==> src/rtl/branch_resolve_unit_if.sv <==
// Fetch/decode-side bundle for the branch resolve unit: F and D slot inputs,
// redirect and predictor-training outputs, and the performance counters.
interface branch_resolve_unit_if;
    localparam int unsigned XLEN = 32;

    logic            valid_F;
    logic [XLEN-1:0] PC_F;
    logic            pred_jump_F;
    logic [XLEN-1:0] pred_target_F;
    logic            stall_D;
    logic            flush_D;
    logic            is_branch_D;
    logic            PC_src_D;
    logic [XLEN-1:0] PC_target_D;

    logic            kill_F;
    logic            redirect_valid;
    logic [XLEN-1:0] redirect_pc;
    logic            upd_valid;
    logic            upd_taken;
    logic [XLEN-1:0] upd_pc;
    logic [XLEN-1:0] upd_target;
    logic [XLEN-1:0] br_cnt;
    logic [XLEN-1:0] miss_cnt;

    // Pipeline/driver side.
    modport master (
        output valid_F, PC_F, pred_jump_F, pred_target_F,
        output stall_D, flush_D, is_branch_D, PC_src_D, PC_target_D,
        input  kill_F, redirect_valid, redirect_pc,
        input  upd_valid, upd_taken, upd_pc, upd_target,
        input  br_cnt, miss_cnt
    );

    // Resolve unit side.
    modport slave (
        input  valid_F, PC_F, pred_jump_F, pred_target_F,
        input  stall_D, flush_D, is_branch_D, PC_src_D, PC_target_D,
        output kill_F, redirect_valid, redirect_pc,
        output upd_valid, upd_taken, upd_pc, upd_target,
        output br_cnt, miss_cnt
    );
endinterface

==> src/rtl/branch_resolve_unit.sv <==
// Resolves control transfers in D against the F-stage prediction, redirects
// fetch on a mispredict and trains the predictor. BRU_PERF_CNT_EN adds counters.
module branch_resolve_unit (
    input  logic                  clk,
    input  logic                  rst,
    branch_resolve_unit_if.slave  bus
);
    localparam int unsigned XLEN    = 32;
    localparam int unsigned INSN_SZ = 4;

    typedef enum logic {
        IDLE  = 1'b0,
        REDIR = 1'b1
    } state_e;

    state_e          state_q, state_d;

    logic            d_valid_q, d_valid_d;
    logic [XLEN-1:0] d_pc_q, d_pc_d;
    logic            d_pred_jump_q, d_pred_jump_d;
    logic [XLEN-1:0] d_pred_target_q, d_pred_target_d;

    logic [XLEN-1:0] redirect_pc_q, redirect_pc_d;
    logic            upd_valid_q, upd_valid_d;
    logic            upd_taken_q, upd_taken_d;
    logic [XLEN-1:0] upd_pc_q, upd_pc_d;
    logic [XLEN-1:0] upd_target_q, upd_target_d;

    logic            resolve_c;
    logic            taken_c;
    logic            mispredict_c;
    logic            kill_c;
    logic [XLEN-1:0] correct_pc_c;

    // Resolve decision for the instruction currently in D.
    always_comb begin
        resolve_c    = d_valid_q && !bus.stall_D && !bus.flush_D && (state_q == IDLE);
        taken_c      = bus.is_branch_D && bus.PC_src_D;
        mispredict_c = resolve_c &&
                       ((taken_c && (!d_pred_jump_q || (d_pred_target_q != bus.PC_target_D))) ||
                        (d_pred_jump_q && !taken_c));
        correct_pc_c = taken_c ? bus.PC_target_D : d_pc_q + XLEN'(INSN_SZ);
        kill_c       = mispredict_c || (state_q == REDIR);
    end

    // Next-state, F->D slot and training register updates.
    always_comb begin
        state_d         = state_q;
        d_valid_d       = d_valid_q;
        d_pc_d          = d_pc_q;
        d_pred_jump_d   = d_pred_jump_q;
        d_pred_target_d = d_pred_target_q;
        redirect_pc_d   = redirect_pc_q;
        upd_valid_d     = 1'b0;
        upd_taken_d     = upd_taken_q;
        upd_pc_d        = upd_pc_q;
        upd_target_d    = upd_target_q;

        case (state_q)
            IDLE:    if (mispredict_c) state_d = REDIR;
            REDIR:   state_d = IDLE;
            default: state_d = IDLE;
        endcase

        if (mispredict_c) begin
            redirect_pc_d = correct_pc_c;
        end

        if (resolve_c && (bus.is_branch_D || d_pred_jump_q)) begin
            upd_valid_d  = 1'b1;
            upd_taken_d  = taken_c;
            upd_pc_d     = d_pc_q;
            upd_target_d = bus.PC_target_D;
        end

        if (!bus.stall_D) begin
            d_valid_d       = bus.valid_F;
            d_pc_d          = bus.PC_F;
            d_pred_jump_d   = bus.pred_jump_F;
            d_pred_target_d = bus.pred_target_F;
        end
        // A squashed slot stays empty even while stalled.
        if (bus.flush_D || kill_c) begin
            d_valid_d = 1'b0;
        end
    end

    always_ff @(posedge clk) begin
        if (rst) begin
            state_q         <= IDLE;
            d_valid_q       <= 1'b0;
            d_pc_q          <= '0;
            d_pred_jump_q   <= 1'b0;
            d_pred_target_q <= '0;
            redirect_pc_q   <= '0;
            upd_valid_q     <= 1'b0;
            upd_taken_q     <= 1'b0;
            upd_pc_q        <= '0;
            upd_target_q    <= '0;
        end else begin
            state_q         <= state_d;
            d_valid_q       <= d_valid_d;
            d_pc_q          <= d_pc_d;
            d_pred_jump_q   <= d_pred_jump_d;
            d_pred_target_q <= d_pred_target_d;
            redirect_pc_q   <= redirect_pc_d;
            upd_valid_q     <= upd_valid_d;
            upd_taken_q     <= upd_taken_d;
            upd_pc_q        <= upd_pc_d;
            upd_target_q    <= upd_target_d;
        end
    end

`ifdef BRU_PERF_CNT_EN
    logic [XLEN-1:0] br_cnt_q, br_cnt_d;
    logic [XLEN-1:0] miss_cnt_q, miss_cnt_d;

    // Counters wrap naturally at 2^XLEN.
    always_comb begin
        br_cnt_d   = br_cnt_q;
        miss_cnt_d = miss_cnt_q;
        if (resolve_c && bus.is_branch_D) br_cnt_d = br_cnt_q + XLEN'(1);
        if (mispredict_c)                 miss_cnt_d = miss_cnt_q + XLEN'(1);
    end

    always_ff @(posedge clk) begin
        if (rst) begin
            br_cnt_q   <= '0;
            miss_cnt_q <= '0;
        end else begin
            br_cnt_q   <= br_cnt_d;
            miss_cnt_q <= miss_cnt_d;
        end
    end

    assign bus.br_cnt   = br_cnt_q;
    assign bus.miss_cnt = miss_cnt_q;
`else
    assign bus.br_cnt   = '0;
    assign bus.miss_cnt = '0;
`endif

    assign bus.kill_F         = kill_c;
    assign bus.redirect_valid = (state_q == REDIR);
    assign bus.redirect_pc    = redirect_pc_q;
    assign bus.upd_valid      = upd_valid_q;
    assign bus.upd_taken      = upd_taken_q;
    assign bus.upd_pc         = upd_pc_q;
    assign bus.upd_target     = upd_target_q;
endmodule
==> src/flat_wrapper.sv <==
// flat-port wrapper written by rule: the top's interface ports become plain ports
module branch_resolve_unit_flat 
  (clk, rst, bus_valid_F, bus_PC_F, bus_pred_jump_F, bus_pred_target_F, bus_stall_D, bus_flush_D, bus_is_branch_D, bus_PC_src_D, bus_PC_target_D, bus_kill_F, bus_redirect_valid, bus_redirect_pc, bus_upd_valid, bus_upd_taken, bus_upd_pc, bus_upd_target, bus_br_cnt, bus_miss_cnt);
  branch_resolve_unit_if bus_i ();
  input  logic clk;
  input  logic rst;
  input wire logic [$bits(bus_i.valid_F)-1:0] bus_valid_F;
  input wire logic [$bits(bus_i.PC_F)-1:0] bus_PC_F;
  input wire logic [$bits(bus_i.pred_jump_F)-1:0] bus_pred_jump_F;
  input wire logic [$bits(bus_i.pred_target_F)-1:0] bus_pred_target_F;
  input wire logic [$bits(bus_i.stall_D)-1:0] bus_stall_D;
  input wire logic [$bits(bus_i.flush_D)-1:0] bus_flush_D;
  input wire logic [$bits(bus_i.is_branch_D)-1:0] bus_is_branch_D;
  input wire logic [$bits(bus_i.PC_src_D)-1:0] bus_PC_src_D;
  input wire logic [$bits(bus_i.PC_target_D)-1:0] bus_PC_target_D;
  output wire logic [$bits(bus_i.kill_F)-1:0] bus_kill_F;
  output wire logic [$bits(bus_i.redirect_valid)-1:0] bus_redirect_valid;
  output wire logic [$bits(bus_i.redirect_pc)-1:0] bus_redirect_pc;
  output wire logic [$bits(bus_i.upd_valid)-1:0] bus_upd_valid;
  output wire logic [$bits(bus_i.upd_taken)-1:0] bus_upd_taken;
  output wire logic [$bits(bus_i.upd_pc)-1:0] bus_upd_pc;
  output wire logic [$bits(bus_i.upd_target)-1:0] bus_upd_target;
  output wire logic [$bits(bus_i.br_cnt)-1:0] bus_br_cnt;
  output wire logic [$bits(bus_i.miss_cnt)-1:0] bus_miss_cnt;
  assign bus_i.valid_F = bus_valid_F;
  assign bus_i.PC_F = bus_PC_F;
  assign bus_i.pred_jump_F = bus_pred_jump_F;
  assign bus_i.pred_target_F = bus_pred_target_F;
  assign bus_i.stall_D = bus_stall_D;
  assign bus_i.flush_D = bus_flush_D;
  assign bus_i.is_branch_D = bus_is_branch_D;
  assign bus_i.PC_src_D = bus_PC_src_D;
  assign bus_i.PC_target_D = bus_PC_target_D;
  assign bus_kill_F = bus_i.kill_F;
  assign bus_redirect_valid = bus_i.redirect_valid;
  assign bus_redirect_pc = bus_i.redirect_pc;
  assign bus_upd_valid = bus_i.upd_valid;
  assign bus_upd_taken = bus_i.upd_taken;
  assign bus_upd_pc = bus_i.upd_pc;
  assign bus_upd_target = bus_i.upd_target;
  assign bus_br_cnt = bus_i.br_cnt;
  assign bus_miss_cnt = bus_i.miss_cnt;
  branch_resolve_unit u_core (.clk(clk), .rst(rst), .bus(bus_i));
endmodule
==> config.mk <==
export PLATFORM = sky130hd
export DESIGN_NAME = branch_resolve_unit_flat
export DESIGN_NICKNAME = d
export VERILOG_FILES = /design/src/rtl/branch_resolve_unit_if.sv /design/src/rtl/branch_resolve_unit.sv /design/src/flat_wrapper.sv
export SDC_FILE = /design/constraint.sdc
export NUM_CORES = 1
export LEC_CHECK = 0
export CORE_MARGIN = 4
export CORE_UTILIZATION = 46
export DETAILED_ROUTE_END_ITERATION = 8
export MAX_ROUTING_LAYER = met4
export PLACE_DENSITY_LB_ADDON = 0.3
export SYNTH_ARGS = -nofsm -noshare
export SYNTH_HDL_FRONTEND = slang
export SYNTH_SLANG_ARGS = --single-unit
==> constraint.sdc <==
create_clock -name clk -period 2.74 [get_ports clk]
set_input_delay 0.274 -clock clk [delete_from_list [all_inputs] [get_ports clk]]
set_output_delay 0.274 -clock clk [all_outputs]
set_load 0.005 [all_outputs]
Yosys cells after proc, flatten, opt, wreduce, memory -nomap -nowiden

Index checks and enable logic that the tools add are counted.

Add/sub/neg operators: 1
Equal/unequal tests: 1
Muxes and demuxes: 4
Bitwise gates (word level): 1
Reduce and logical (&&, ||, !) cells: 18

Operators with widths:

| kind                    | number |
|---|---|
| $add A32 B3 Y32 const B | 1 |
| $mux W32                | 1 |
| $ne A32 B32 Y1          | 1 |
| $logic_and A1 B1 Y1     | 8 |
| $logic_or A1 B1 Y1      | 5 |
| $logic_not A1 Y1        | 4 |
| $mux W1                 | 2 |
| $pmux W1 S2             | 1 |
| $reduce_or A2 Y1        | 1 |
| $not A1 Y1              | 1 |

Register bits: 165
Output and inout port bits: 164

Logic depth before layout (Yosys ltp)

Gate-level depths: netlist of the first run.

Depth in word-level cells: 8
Gate-level depth with buffers: 9
Mapped depth without buffers: 7

Worst setup path after synthesis of the first run

OpenSTA, ideal clock, no wires.

Path kind: reg2reg
Start point: register u_core.d_pc_q[2]
End point: register u_core.redirect_pc_q[22] (netlist: u_core.bus.redirect_pc[22])
Setup time: 0.060 ns
Data arrival time: 1.883 ns
Data required time: 2.680 ns
Setup slack: 0.797 ns
Cell stages (with the launch flop): 9
Path buffers: 1
Path through: dfxtp_1 > ha_1 > and4_1 > buf_4 > nand4_4 > nand2b_1 > xor2_1 > a2111oi_0 > a31o_1

Longest elaborated chain between the ends: 2

RTL lines:

| item                   | line                       | RTL |
|---|---|---|
| from (decl)            | branch_resolve_unit.sv:19  | `logic [XLEN-1:0] d_pc_q, d_pc_d;` |
| from (signal assigned) | branch_resolve_unit.sv:103 | `d_pc_q <= d_pc_d;` |
| $add A32 B3 Y32        | branch_resolve_unit.sv:42  | `correct_pc_c = taken_c ? bus.PC_target_D : d_pc_q + XLEN'(INSN_SZ);` |
| $mux W32               | branch_resolve_unit.sv:42  |  |
| to (signal assigned)   | branch_resolve_unit.sv:106 | `redirect_pc_q <= redirect_pc_d;` |
| to (decl)              | branch_resolve_unit.sv:23  | `logic [XLEN-1:0] redirect_pc_q, redirect_pc_d;` |

Every way passes these cells.
A chain may end at the register's enable or synchronous reset.

Final worst setup path of the first run

Start point: input port bus_PC_target_D[27]
End point: output port bus_kill_F

Longest elaborated chain between the ends: 6

RTL lines:

| item                | line                      | RTL |
|---|---|---|
| from (decl)         | flat_wrapper.sv:15        | `input wire logic [$bits(bus_i.PC_target_D)-1:0] bus_PC_target_D;` |
| $ne A32 B32 Y1      | branch_resolve_unit.sv:40 | `((taken_c && (!d_pred_jump_q \|\| (d_pred_target_q != bus.PC_target_D))) \|\|` |
| $logic_or A1 B1 Y1  | branch_resolve_unit.sv:40 |  |
| $logic_and A1 B1 Y1 | branch_resolve_unit.sv:40 |  |
| $logic_or A1 B1 Y1  | branch_resolve_unit.sv:40 |  |
| $logic_and A1 B1 Y1 | branch_resolve_unit.sv:39 | `mispredict_c = resolve_c &&` |
| $logic_or A1 B1 Y1  | branch_resolve_unit.sv:43 | `kill_c = mispredict_c \|\| (state_q == REDIR);` |
| to (decl)           | flat_wrapper.sv:16        | `output wire logic [$bits(bus_i.kill_F)-1:0] bus_kill_F;` |

Every way passes these cells.

==> results of run 1 <==
## repair_timing
action                                  CTS  global route
endpoints found under the setup margin    1             1
hold endpoints to repair                  0             0
gates resized for setup                   0             5
pin swaps                                 2             5
## layout by cell type, fill, tap and decap left out, types with 4 or more instances in the layout
master / synthesis / layout
buf_4: 65 / 40
mux2i_1: 72 / 72
xnor2_1: 45 / 42
clkbuf_16: 0 / 17
clkinv_2: 0 / 7
dfxtp_1: 165 / 165
a21oi_1: 77 / 77
clkdlybuf4s50_1: 0 / 200
nor4_1: 6 / 6
nand2_1: 158 / 158
nand4_1: 20 / 20
o21ai_0: 21 / 20
a2111oi_0: 8 / 8
and4_1: 4 / 4
a31o_2: 5 / 5
conb_1: 1 / 64
xor2_1: 13 / 13
buf_12: 1 / 5
o2111ai_1: 4 / 4
nor2_1: 83 / 83
nand3_1: 10 / 10
a31o_1: 9 / 9
o211ai_1: 4 / 4
## critical path, delay by kind of cell
kind                   cells  cell delay, ns
XOR/XNOR                   1            0.31
buffers and inverters      3            1.06
AND/OR/NAND/NOR            5            0.69
## registers in the layout (all words and copies together), names as in the netlist
| name | cells |
|---|---|
| u_core.bus.upd_target | 32 |
| u_core.bus.redirect_valid | 1 |
| u_core.bus.upd_pc | 32 |
| u_core.bus.upd_taken | 1 |
| u_core.d_pred_jump_q | 1 |
| u_core.d_valid_q | 1 |
| u_core.bus.upd_valid | 1 |
| u_core.bus.redirect_pc | 32 |
| u_core.d_pred_target_q | 32 |
| u_core.d_pc_q | 32 |
## kinds of logic after synthesis
group,after synthesis,synth area share
flops,165,0.433
mux,72,0.0944
other cells,1,0.000491
xor+xnor,58,0.0665
simple gates,306,0.181
compound gates,150,0.125
fa+ha+maj,1,0.00164
buf+inv,124,0.0981
## final cells by class
class                   count  share of cell area
clock buffers              21              0.0453
clock inverters            10             0.00554
inverters                   1            0.000361
multi-input cells         651               0.372
flip-flops and latches    165               0.318
well taps                 216              0.0260
repair buffers            246               0.233
## power by group
group | switching, mW | total [mW] | leakage [nW] | internal, mW
clock network | 0.957 | 2.17 | 0.260 | 1.21
registers | 0.0707 | 2.53 | 1.34 | 2.46
logic | 0.283 | 0.582 | 2.32 | 0.299
total | 1.31 | 5.28 | 3.93 | 3.97
## path summary, 6_finish.rpt
check	from	endpoint	slack [ns]	cells after the start
worst max-delay path	bus_PC_target_D[27]	bus_kill_F	0.13	9
worst min register to register	u_core.bus.upd_target[7]	u_core.bus.upd_target[7]	0.45	2
worst max register to register	u_core.d_pc_q[7]	u_core.bus.redirect_pc[21]	0.62	6
worst min-delay path	bus_PC_target_D[26]	u_core.bus.upd_target[26]	0.35	4
## layer usage
layer	vias up	wire, um
met5	-	0
met4	0	692
met3	41	1990
met2	243	11400
met1	3157	10100
li1	3284	-
## stage by stage
step                 util  hold slack [ns]  cells
floorplan               -            0.410    940
global placement    0.612            0.441   1279
detailed placement  0.612            0.446   1279
CTS                 0.645            0.404   1310
global route        0.647            0.381   1310
finish              0.647            0.351   1310
==> metrics.txt, run 1 <==
Critical Path RT=around 2.5 ns; crit end category=output pin; crit start category=input port; area of the multi-input gates=approximately 3900 um2; Cell Chain, Critical Path=clkdlybuf4s50_1 > xnor2_1 > nand4_1 > nor3_2 > buf_4 > nand3_1 > nand2_1 > nand2b_1 > clkdlybuf4s50_1; DR pass1 iterations=4; Tcrit/Tclk final=0.953; synth top area cells=dfxtp_1 43%, mux2i_1 9.4%, nand2_1 7.8%; M1 GR Usage=0.317; fin. max-slew vios=0; Initial Util=0.476; ANT cells=0; Synth Flop Type=dfxtp_1; root buffer cell=clkbuf_16; CTS tree=done; post-CTS setup buffer count=0; number of library cell types mapped by synthesis=56; # setup viols final=0; grt met2 use=0.417; arrival time worst endpoint=~2.3 ns; post-place setup slack=roughly 0.045 ns; total power=5.28 mW; latest clock arrival within the worst-skew pair=0.43 ns; fraction of registers with async set/reset=0; Post-Syn Area per Cell=8.71 um2; clock sinks=165; Syn Inst Count=877; area delta synth->final=36.0%; most numerous cell in the Yosys netlist=dfxtp_1; Post-route DRC=0; Slowest cell on crit path=clkdlybuf4s50_1; Synth Warn #=0; CP max stage delay=0.47 ns; worst-path maximum fanout=4; Final Cell Area=10400 um2; pin count of the biggest net entering global routing=157; global-route track usage on met3=0.0732; dpl hpwl=17400 um; row count=46; Lkg Pwr=a little under 4 nW; RSZ-0062 raised after global routing=false; post-route ant nets=0; top cell type's share of synthesized area=0.433; final net count=1187; Die Y=137 um; Fill cells=around 1.4k; worst setup path class=input port to output pin; Ports=268; power density cells=just over 500 nW/um2; Seq/Total Area, Yosys=0.433; Slew @ Worst Pin=between 0.8 and 0.9 ns; slew margin rel.=0.415; Hold Crit Class=input port to flip-flop; clk_skew=0.00668 ns; cell mode on critical path=clkdlybuf4s50_1; EDFF count, synth=0; gp weighted congestion=0.858; Sequential Area=3300 um2; post-synth top area cell=dfxtp_1; f_max=around 380 MHz; die area=18700 um2; Core Area=16100 um2; Num CTS Buffers=17; peak supply drop=around 0.00044 V; Max H-tree Level=4; Port Buffers=203; setup ws final=between 0.1 and 0.15 ns; per-cell routed wire length=18.4 um; DRT Wirelength=24200 um; post-synthesis register bit count=165; Hold Vio Cnt, Final=0; share of layout cells above drive strength 1=0.0951; setup_tns=0 ns; Worst-path clk slew=0.06 ns; number of global-route vias before repair=6445; 1st-iter DRT viols=approximately 400; via count=6725; status=finished clean; initial antenna violation count=0; Max Cap Viol=0; GRT Total Usage=0.261; clk buf depth=2; Area after DPL=9830 um2; first-pass GRT wire length=36200 um; post-synthesis cell area=7640 um2; Die W=about 140 um; Most Crowded Layer GR=met2; GR Overflow Total=0; final worst path period need=2.61 ns; top post-synthesis cells by count=165 x dfxtp_1, 158 x nand2_1, 83 x nor2_1; post-cts hold buffer count=0; vias per inst=about 5.1
No activity file was read; power rests on OpenSTA's default activity.
==> run 2, diff against run 1 <==
- CORE_UTILIZATION: 46 -> 40
==> run 2 against run 1 <==
Non-clock buffer count up 7. Maximum frequency down 0.87%. Register-to-register slack worse by 0.20 ns. Worst hold slack worse by 0.17 ns. Global-route usage down 3.1 points. Final area up 1.6%. First-iteration DRC count down 8.6%. Worst setup slack worse by 0.023 ns. Core utilization down 8.4 points. Final cell count up 1.8%. Die area up 14%. Flip-flop and latch count unchanged. Critical path type unchanged. Highest routed layer unchanged.
==> metrics.txt, run 2 (synthesized netlist as in run 1, its figures left out) <==
1st-iter DRT viols=363; latest clock arrival within the worst-skew pair=0.42 ns; setup_tns=0 ns; Hold Vio Cnt, Final=0; RSZ-0062 raised after global routing=false; ANT cells=0; share of layout cells above drive strength 1=0.100; final worst path period need=around 2.6 ns; status=finished clean; via count=6731; peak supply drop=0.000426 V; GRT Total Usage=0.230; # setup viols final=0; Port Buffers=203; number of global-route vias before repair=6226; arrival time worst endpoint=approximately 2.4 ns; f_max=380 MHz; die area=21400 um2; post-route ant nets=0; Post-route DRC=0; Slew @ Worst Pin=0.672 ns; Cells after DPL=1304; post-CTS setup buffer count=0; slew margin rel.=0.552; Core Area=18800 um2; DR pass1 iterations=4; CTS tree=done; Critical Path RT=2.47 ns; final net count=1194; area delta synth->final=38.2%; dpl hpwl=18400 um; Final Cell Area=~11000 um2; root buffer cell=clkbuf_16; worst-path maximum fanout=4; row count=50; Num CTS Buffers=17; gp weighted congestion=slightly above 0.8; Max Cap Viol=0; first-pass GRT wire length=between 30000 and 40000 um; clk buf depth=2; commonest non-fill, non-tap cells in the layout=201 x clkdlybuf4s50_1, 165 x dfxtp_1, 157 x nand2_1; Worst-path clk slew=0.06 ns; final cell count without fillers=1334; per-cell routed wire length=18.7 um; Die Y=146 um; post-place setup slack=-0.0265 ns; crit start category=input port; DRT Wirelength=25000 um; Ports=268; Lkg Pwr=4.00 nW; Die W=146 um; vias per inst=5.05; Hold Crit Class=input port to flip-flop; Tcrit/Tclk final=0.961; total power=5.76 mW; Initial Util=0.407; crit end category=output pin; clk_skew=0.00609 ns; power density cells=546 nW/um2; commonest non-fill, non-tap cell in the layout=clkdlybuf4s50_1; setup ws final=0.107 ns; GR Overflow Total=0; clock sinks=165; fin. max-slew vios=0; pin count of the biggest net entering global routing=65; post-cts hold buffer count=0; initial antenna violation count=0; Area after DPL=between 9000 and 10000 um2; Max H-tree Level=4; worst setup path class=input port to output pin
run 2: changes by cell type in the layout (fill, tap and decap cells not counted), moves of 2 or more:
cell       before  now
bufinv_16       0    5
buf_12          5    3
clkinv_2        7    2
buf_4          40   49
run 2: final timing paths:
kind | to | cells past startpoint | startpoint | slack, ns
setup / recovery | bus_kill_F | 8 | bus_PC_target_D[26] | 0.11
hold / removal | u_core.d_pred_target_q[1] | 2 | rst | 0.18
setup reg to reg | u_core.bus.redirect_pc[22] | 7 | u_core.d_pc_q[2] | 0.42
hold reg to reg | u_core.bus.upd_target[6] | 2 | u_core.bus.upd_target[6] | 0.45
run 2: worst max-delay path, cell delays in order:
cell	delay, ns
clkdlybuf4s50_1	0.56
xnor2_1	0.15
nand4_1	0.20
nor4_4	0.41
nand3_2	0.16
nand2_2	0.11
nand2b_1	0.06
clkdlybuf4s50_1	0.44
run 2: layout make-up:
cell class	instances	area, um2
Clock buffer	21	470
Clock inverter	9	175
Fill cell	1716	8210
Inverter	1	3.75
Multi-Input combinational cell	651	3870
Sequential cell	165	3300
Tap cell	234	293
Timing Repair Buffer	253	2440
run 2: report_power, final:
group,leakage (nW),total [mW],internal [mW],switching [mW]
logic,2.34,0.590,0.303,0.287
clock network,0.311,2.64,1.68,0.962
registers,1.34,2.53,2.46,0.0722
run 2: layer usage:
layer,vias to the layer above,share of wire,track usage
met5,-,0,-
met4,0,0.0095,0.0532
met3,21,0.073,0.0583
met2,232,0.49,0.377
met1,3186,0.43,0.287
li1,3292,-,-
run 2: through the flow:
stage / hold slack (ns) / util
2_1_floorplan: 0.410 / -
3_3_place_gp: 0.441 / 0.526
3_5_place_dp: 0.445 / 0.526
4_1_cts: 0.160 / 0.561
5_1_grt: 0.176 / 0.562
6_report: 0.181 / 0.562
run 2: repair_timing:
item	4_1_cts	5_1_grt
setup endpoints to repair	1	1
gates resized for setup	1	4
pin swaps	2	3
cloned	0	0
